**src/rtl/aes_inv_key_schedule.sv**
```systemverilog
// Reverse AES-128 key schedule: loaded with the round-10 key, it streams round keys 10..0
// to the inverse-round engine, one per accepted handshake, using a local logic S-box.
module aes_inv_key_schedule #(
    parameter int NR = 10
) (
    input  logic         clk,
    input  logic         rst,
    input  logic         start,
    input  logic [0:127] last_key,
    output logic [0:127] round_key,
    output logic [3:0]   round_idx,
    output logic         key_valid,
    input  logic         key_ready,
    output logic         busy,
    output logic         done
);

    typedef enum logic {IDLE, EMIT} state_t;

    state_t       state_q, state_d;
    logic [0:127] key_q, key_d;
    logic [3:0]   idx_q, idx_d;
    logic         valid_q, valid_d;
    logic         busy_q, busy_d;
    logic         done_q, done_d;

    logic [31:0]  k0, k1, k2, k3;
    logic [31:0]  p0, p1, p2, p3;
    logic [31:0]  rot_w, sub_w;
    logic [0:127] prev_key;

    function automatic logic [7:0] xtime(input logic [7:0] a);
        return {a[6:0], 1'b0} ^ (a[7] ? 8'h1b : 8'h00);
    endfunction

    function automatic logic [7:0] gf_mul(input logic [7:0] a, input logic [7:0] b);
        logic [7:0] acc;
        logic [7:0] x;
        acc = 8'h00;
        x   = a;
        for (int i = 0; i < 8; i++) begin
            if (b[i]) acc = acc ^ x;
            x = xtime(x);
        end
        return acc;
    endfunction

    // a^254 is the multiplicative inverse in GF(2^8) and maps 0 to 0, as the S-box needs.
    function automatic logic [7:0] gf_inv(input logic [7:0] a);
        logic [7:0] acc;
        logic [7:0] sq;
        acc = 8'h01;
        sq  = a;
        for (int i = 1; i < 8; i++) begin
            sq  = gf_mul(sq, sq);
            acc = gf_mul(acc, sq);
        end
        return acc;
    endfunction

    function automatic logic [7:0] sbox(input logic [7:0] a);
        logic [7:0] b;
        b = gf_inv(a);
        return b ^ {b[6:0], b[7]} ^ {b[5:0], b[7:6]} ^ {b[4:0], b[7:5]} ^ {b[3:0], b[7:4]} ^ 8'h63;
    endfunction

    function automatic logic [7:0] rcon(input logic [3:0] idx);
        case (idx)
            4'd1:    return 8'h01;
            4'd2:    return 8'h02;
            4'd3:    return 8'h04;
            4'd4:    return 8'h08;
            4'd5:    return 8'h10;
            4'd6:    return 8'h20;
            4'd7:    return 8'h40;
            4'd8:    return 8'h80;
            4'd9:    return 8'h1b;
            4'd10:   return 8'h36;
            default: return 8'h00;
        endcase
    endfunction

    // Undo one forward expansion step: recover the previous round key from the current one.
    always_comb begin
        k0       = key_q[0:31];
        k1       = key_q[32:63];
        k2       = key_q[64:95];
        k3       = key_q[96:127];
        p3       = k3 ^ k2;
        p2       = k2 ^ k1;
        p1       = k1 ^ k0;
        rot_w    = {p3[23:0], p3[31:24]};
        sub_w    = {sbox(rot_w[31:24]), sbox(rot_w[23:16]), sbox(rot_w[15:8]), sbox(rot_w[7:0])};
        p0       = k0 ^ sub_w ^ {rcon(idx_q), 24'h0};
        prev_key = {p0, p1, p2, p3};
    end

    always_comb begin
        state_d = state_q;
        key_d   = key_q;
        idx_d   = idx_q;
        valid_d = valid_q;
        busy_d  = busy_q;
        done_d  = 1'b0;
        case (state_q)
            IDLE: begin
                if (start) begin
                    key_d   = last_key;
                    idx_d   = 4'(NR);
                    valid_d = 1'b1;
                    busy_d  = 1'b1;
                    state_d = EMIT;
                end
            end
            EMIT: begin
                if (key_ready) begin
                    if (idx_q != 4'd0) begin
                        key_d = prev_key;
                        idx_d = idx_q - 4'd1;
                    end else begin
                        valid_d = 1'b0;
                        busy_d  = 1'b0;
                        done_d  = 1'b1;
                        state_d = IDLE;
                    end
                end
            end
            default: state_d = IDLE;
        endcase
    end

    always_ff @(posedge clk or posedge rst) begin
        if (rst) begin
            state_q <= IDLE;
            key_q   <= '0;
            idx_q   <= '0;
            valid_q <= 1'b0;
            busy_q  <= 1'b0;
            done_q  <= 1'b0;
        end else begin
            state_q <= state_d;
            key_q   <= key_d;
            idx_q   <= idx_d;
            valid_q <= valid_d;
            busy_q  <= busy_d;
            done_q  <= done_d;
        end
    end

    assign round_key = key_q;
    assign round_idx = idx_q;
    assign key_valid = valid_q;
    assign busy      = busy_q;
    assign done      = done_q;

endmodule

```
**config.mk**
```make
export PLATFORM = sky130hd
export DESIGN_NAME = aes_inv_key_schedule
export DESIGN_NICKNAME = d
export VERILOG_FILES = /design/src/rtl/aes_inv_key_schedule.sv
export SDC_FILE = /design/constraint.sdc
export NUM_CORES = 2
export LEC_CHECK = 0
export CORE_MARGIN = 5
export CORE_UTILIZATION = 40
export DETAILED_ROUTE_END_ITERATION = 12
export DONT_BUFFER_PORTS = 1
export GPL_TIMING_DRIVEN = 1
export PLACE_DENSITY_LB_ADDON = 0.08
export SYNTH_ARGS = -nofsm -noshare
export SYNTH_HDL_FRONTEND = slang
export SYNTH_SLANG_ARGS = --single-unit
```
**constraint.sdc**
```tcl
create_clock -name clk -period 20.5 [get_ports clk]
set_input_delay 4.1 -clock clk [delete_from_list [all_inputs] [get_ports clk]]
set_output_delay 4.1 -clock clk [all_outputs]
set_load 0.01 [all_outputs]
```
==> impl_metrics.env <==
export IMPL_run_status="completed"
export IMPL_complex_gate_fraction_of_the_synthesized_area_pct=19.7
export IMPL_grt_start_max_net_pins=214
export IMPL_setup_worst_path_start_class="flip-flop"
export IMPL_yosys_warnings=0
export IMPL_crit_path_end_kind="flip-flop"
export IMPL_dominant_combinational_cell_family_by_area_after_synthesis="XOR/XNOR gates"
export IMPL_remaining_max_slew_budget_at_the_tightest_pin_pct=8.08
export IMPL_avgViaCountPerCell=5.78
export IMPL_floorplan_initialDensity_pct=40.1
export IMPL_synth_ff_latch_count=135
export IMPL_period_minus_slack_ns=18.55
export IMPL_clock_buffer_depth=2
export IMPL_synth_edff_count=0
export IMPL_cts_num_sinks=135
export IMPL_launching_element_of_the_worst_setup_path="round_key[64]$_DFFE_PP0P_"
export IMPL_post_synth_main_area_contributors="sky130_fd_sc_hd__xnor2_1, sky130_fd_sc_hd__xnor3_1, sky130_fd_sc_hd__nor2_1"
export IMPL_clock_skew_ns=0.0343
export IMPL_globalRouteOverflowTotal=0
export IMPL_post_synth_mux_area_share_pct=3.56
export IMPL_clk_latency_ns=0.56
export IMPL_ff2ff_setup_slack_ns=1.95
export IMPL_boundaryPins=267
export IMPL_h_tree_depth=4
export IMPL_most_common_layout_cells="sky130_fd_sc_hd__xnor2_1, sky130_fd_sc_hd__nor2_1, sky130_fd_sc_hd__nand2_1, sky130_fd_sc_hd__a21oi_1, sky130_fd_sc_hd__o21ai_0"
export IMPL_worst_path_buf_inv=1
export IMPL_place_congestion=0.900
export IMPL_commonest_non_fill_non_tap_cell_in_the_layout="sky130_fd_sc_hd__xnor2_1"
export IMPL_finalCritPeriodShare_pct=90.5
export IMPL_report_final_setup_viol=0
export IMPL_critical_path_reg2reg_endpoint="round_key[25]$_DFFE_PP0P_"
export IMPL_clock_fmax_mhz=53.9
export IMPL_worstHoldPathType="reg2reg"
export IMPL_die_h_um=403
export IMPL_core_region_area_mm2=0.154
export IMPL_path_depth=52
export IMPL_track_usage_pct=25.3
export IMPL_proportion_of_layout_cells_with_a_drive_suffix_above_1_pct=7.66
export IMPL_cp_common_cell="sky130_fd_sc_hd__xnor2_1"
export IMPL_timing_critical_path_arrival_ns=18.99
export IMPL_seq_area_frac_synth_pct=5.47
export IMPL_critical_path_required_ns=20.94
export IMPL_timing_setup_critical_path_class="reg2reg"
export IMPL_post_synthesis_async_set_or_reset_flop_share_pct=100
export IMPL_max_slew_worst_pin_slew_ns=1.38
export IMPL_grt_setup_unrepaired="no"
export IMPL_antenna_found_initial=17
export IMPL_crit_fanout=15
export IMPL_worstHoldPathCells=2
export IMPL_std_cell_rows=144
export IMPL_final_nets=8299
export IMPL_post_cts_buffers=0
export IMPL_drt_total_wl_um=215000
export IMPL_number_of_input_and_output_port_buffers_inserted=0
export IMPL_synth_xor_area_share_pct=45.5
export IMPL_cell_variety_after_synth=123
export IMPL_hp_start="round_key[102]$_DFFE_PP0P_"
export IMPL_timing_critical_path_slowest_cell_delay_ns=0.91
export IMPL_hold_viol_final=0
export IMPL_timing_max_transition_violations_final=0
export IMPL_dp_hpwl_um=159000
export IMPL_max_cap_violations=0
export IMPL_synth_nets=8559
export IMPL_drt_first_iter_violations=5667
export IMPL_synth_cell_area_mm2=0.0618
export IMPL_netlist_top_cell_by_area="sky130_fd_sc_hd__xnor2_1"
export IMPL_area_growth_pct=5.60
export IMPL_synth_top_cell_area_share_pct=23.2
export IMPL_drt_pass1_iterations=6
export IMPL_layout_filler_cells=15800
export IMPL_post_synth_fa_ha_maj_area_fraction_pct=0.502
export IMPL_grt_pass1_vias=55100
export IMPL_tritoncts="yes"
export IMPL_cts_clk_slew_worst_paths_ns=0.08
export IMPL_grt_pass1_wl_um=334000
export IMPL_tritoncts_num_buffers=17
export IMPL_routedWlPerCell_um=21.0
export IMPL_postSynthCellCount=8403
export IMPL_critical_path_reg2reg_startpoint="round_key[64]$_DFFE_PP0P_"
export IMPL_root_buffer_master="sky130_fd_sc_hd__clkbuf_16"
export IMPL_postRouteAntennaNets=0
export IMPL_slowest_stage="sky130_fd_sc_hd__xnor2_1"
export IMPL_floorplan_die_width_um=403
export IMPL_dominantRegCellSynth="sky130_fd_sc_hd__dfrtp_1"
export IMPL_hold_path_endpoint="round_key[102]$_DFFE_PP0P_"
export IMPL_postCtsHoldBufs=0
export IMPL_path_delay_family="XOR/XNOR gates"
export IMPL_route_vias_total=59000
export IMPL_dieArea_mm2=0.162
export IMPL_synthesis_area_per_instance_um2=7.35
export IMPL_synth_simple_area_share_pct=21.0
export IMPL_worstRegToRegCells=52
export IMPL_drt_drc_violations_left=0
export IMPL_timing_setup_tns_ns=0
-- per-stage QoR --
stage / cells / hold WS [ns] / area, µm² / setup slack (ns) / utilization [%]
after floorplan: 8403 / 0.547 / 61800 / 4.79 / -
after global placement: 10200 / 0.577 / 64600 / 1.28 / 42.0
after detailed placement: 10200 / 0.584 / 64600 / 1.24 / 42.0
after CTS: 10200 / 0.604 / 65200 / 1.18 / 42.4
after global routing: 10200 / 0.660 / 65200 / 0.294 / 42.4
final: 10200 / 0.599 / 65200 / 1.95 / 42.4
-- layout make-up --
type / count / area [µm²] / area share [%]
sequential: 135 / 3380 / 5.19
clock inverter: 14 / 131 / 0.201
clock buffer: 18 / 429 / 0.658
multi-input combinational: 7613 / 56200 / 86.2
antenna: 10 / 25.0 / 0.0384
inverter: 91 / 347 / 0.531
timing repair buffer: 285 / 2150 / 3.30
tap: 2044 / 2560 / 3.92
-- synthesized netlist by cell type (31+ instances only) --
library cell / instances
sky130_fd_sc_hd__inv_1: 77
sky130_fd_sc_hd__a31oi_1: 59
sky130_fd_sc_hd__mux2i_1: 171
sky130_fd_sc_hd__xnor2_1: 1633
sky130_fd_sc_hd__and3_1: 48
sky130_fd_sc_hd__xor3_1: 35
sky130_fd_sc_hd__xnor3_1: 315
sky130_fd_sc_hd__clkbuf_1: 411
sky130_fd_sc_hd__o211ai_1: 66
sky130_fd_sc_hd__or3_1: 38
sky130_fd_sc_hd__and2_1: 42
sky130_fd_sc_hd__o21ai_0: 480
sky130_fd_sc_hd__nor4_1: 31
sky130_fd_sc_hd__o21ai_1: 37
sky130_fd_sc_hd__nand2b_1: 97
sky130_fd_sc_hd__o22ai_1: 114
sky130_fd_sc_hd__nor2_1: 1295
sky130_fd_sc_hd__nor2b_1: 43
sky130_fd_sc_hd__a32oi_1: 31
sky130_fd_sc_hd__xnor2_2: 76
sky130_fd_sc_hd__a211oi_1: 82
sky130_fd_sc_hd__buf_1: 40
sky130_fd_sc_hd__nand2_1: 747
sky130_fd_sc_hd__mux2_2: 32
sky130_fd_sc_hd__dfrtp_1: 135
sky130_fd_sc_hd__xor2_1: 386
sky130_fd_sc_hd__a22oi_1: 54
sky130_fd_sc_hd__nand3_1: 248
sky130_fd_sc_hd__buf_2: 102
sky130_fd_sc_hd__a21oi_1: 589
sky130_fd_sc_hd__nor3_1: 216
-- worst max-delay path by stage --
stage,to,slack (ns)
CTS,round_key[25]$_DFFE_PP0P_,1.18
global route,round_key[25]$_DFFE_PP0P_,0.29
detailed placement,round_key[25]$_DFFE_PP0P_,1.24
global placement,round_key[25]$_DFFE_PP0P_,1.28
floorplan,round_key[7]$_DFFE_PP0P_,4.79
finish,round_key[25]$_DFFE_PP0P_,1.95
-- state kept, by name, indices dropped and copies added, names as in the netlist --
signal	flops
state_q	1
busy	1
done	1
round_key	128
round_idx	4
-- logic make-up (layout without fill, tap and decap cells) --
family | after synthesis | after routing
compound gates | 1930 | 1930
other cells | 0 | 10
mux | 211 | 211
xor+xnor | 2503 | 2503
simple gates | 2944 | 2944
buf+inv | 655 | 408
flops | 135 | 135
fa+ha+maj | 25 | 25
-- worst register-to-register path, delay by kind of cell, from the launching register on --
kind / cells / cell delay, ns
adders and majority gates: 2 / 1.03
buffers and inverters: 1 / 0.26
DFF: 1 / 0.48
muxes: 1 / 0.10
AOI/OAI and AO/OA: 4 / 0.64
and+or+nand+nor: 7 / 0.98
xor gates and xnor gates: 37 / 14.97
-- metal layers --
metal  GRT usage [%]  up-vias  share of wire, %
met3            3.36      197               6.4
met4            4.96       10               1.7
met5               0        -             0.029
met1            36.5    28200                47
li1                -    28600                 -
met2            40.3     1891                45
-- what timing repair did --
action                                  CTS  global route
endpoints found under the setup margin    0             4
hold endpoints to repair                  0             0
gates resized for setup                   0             2
Power is left out: the tool's default activity adds up to more than one toggle a clock period on the data nets, which glitch-free logic cannot reach.
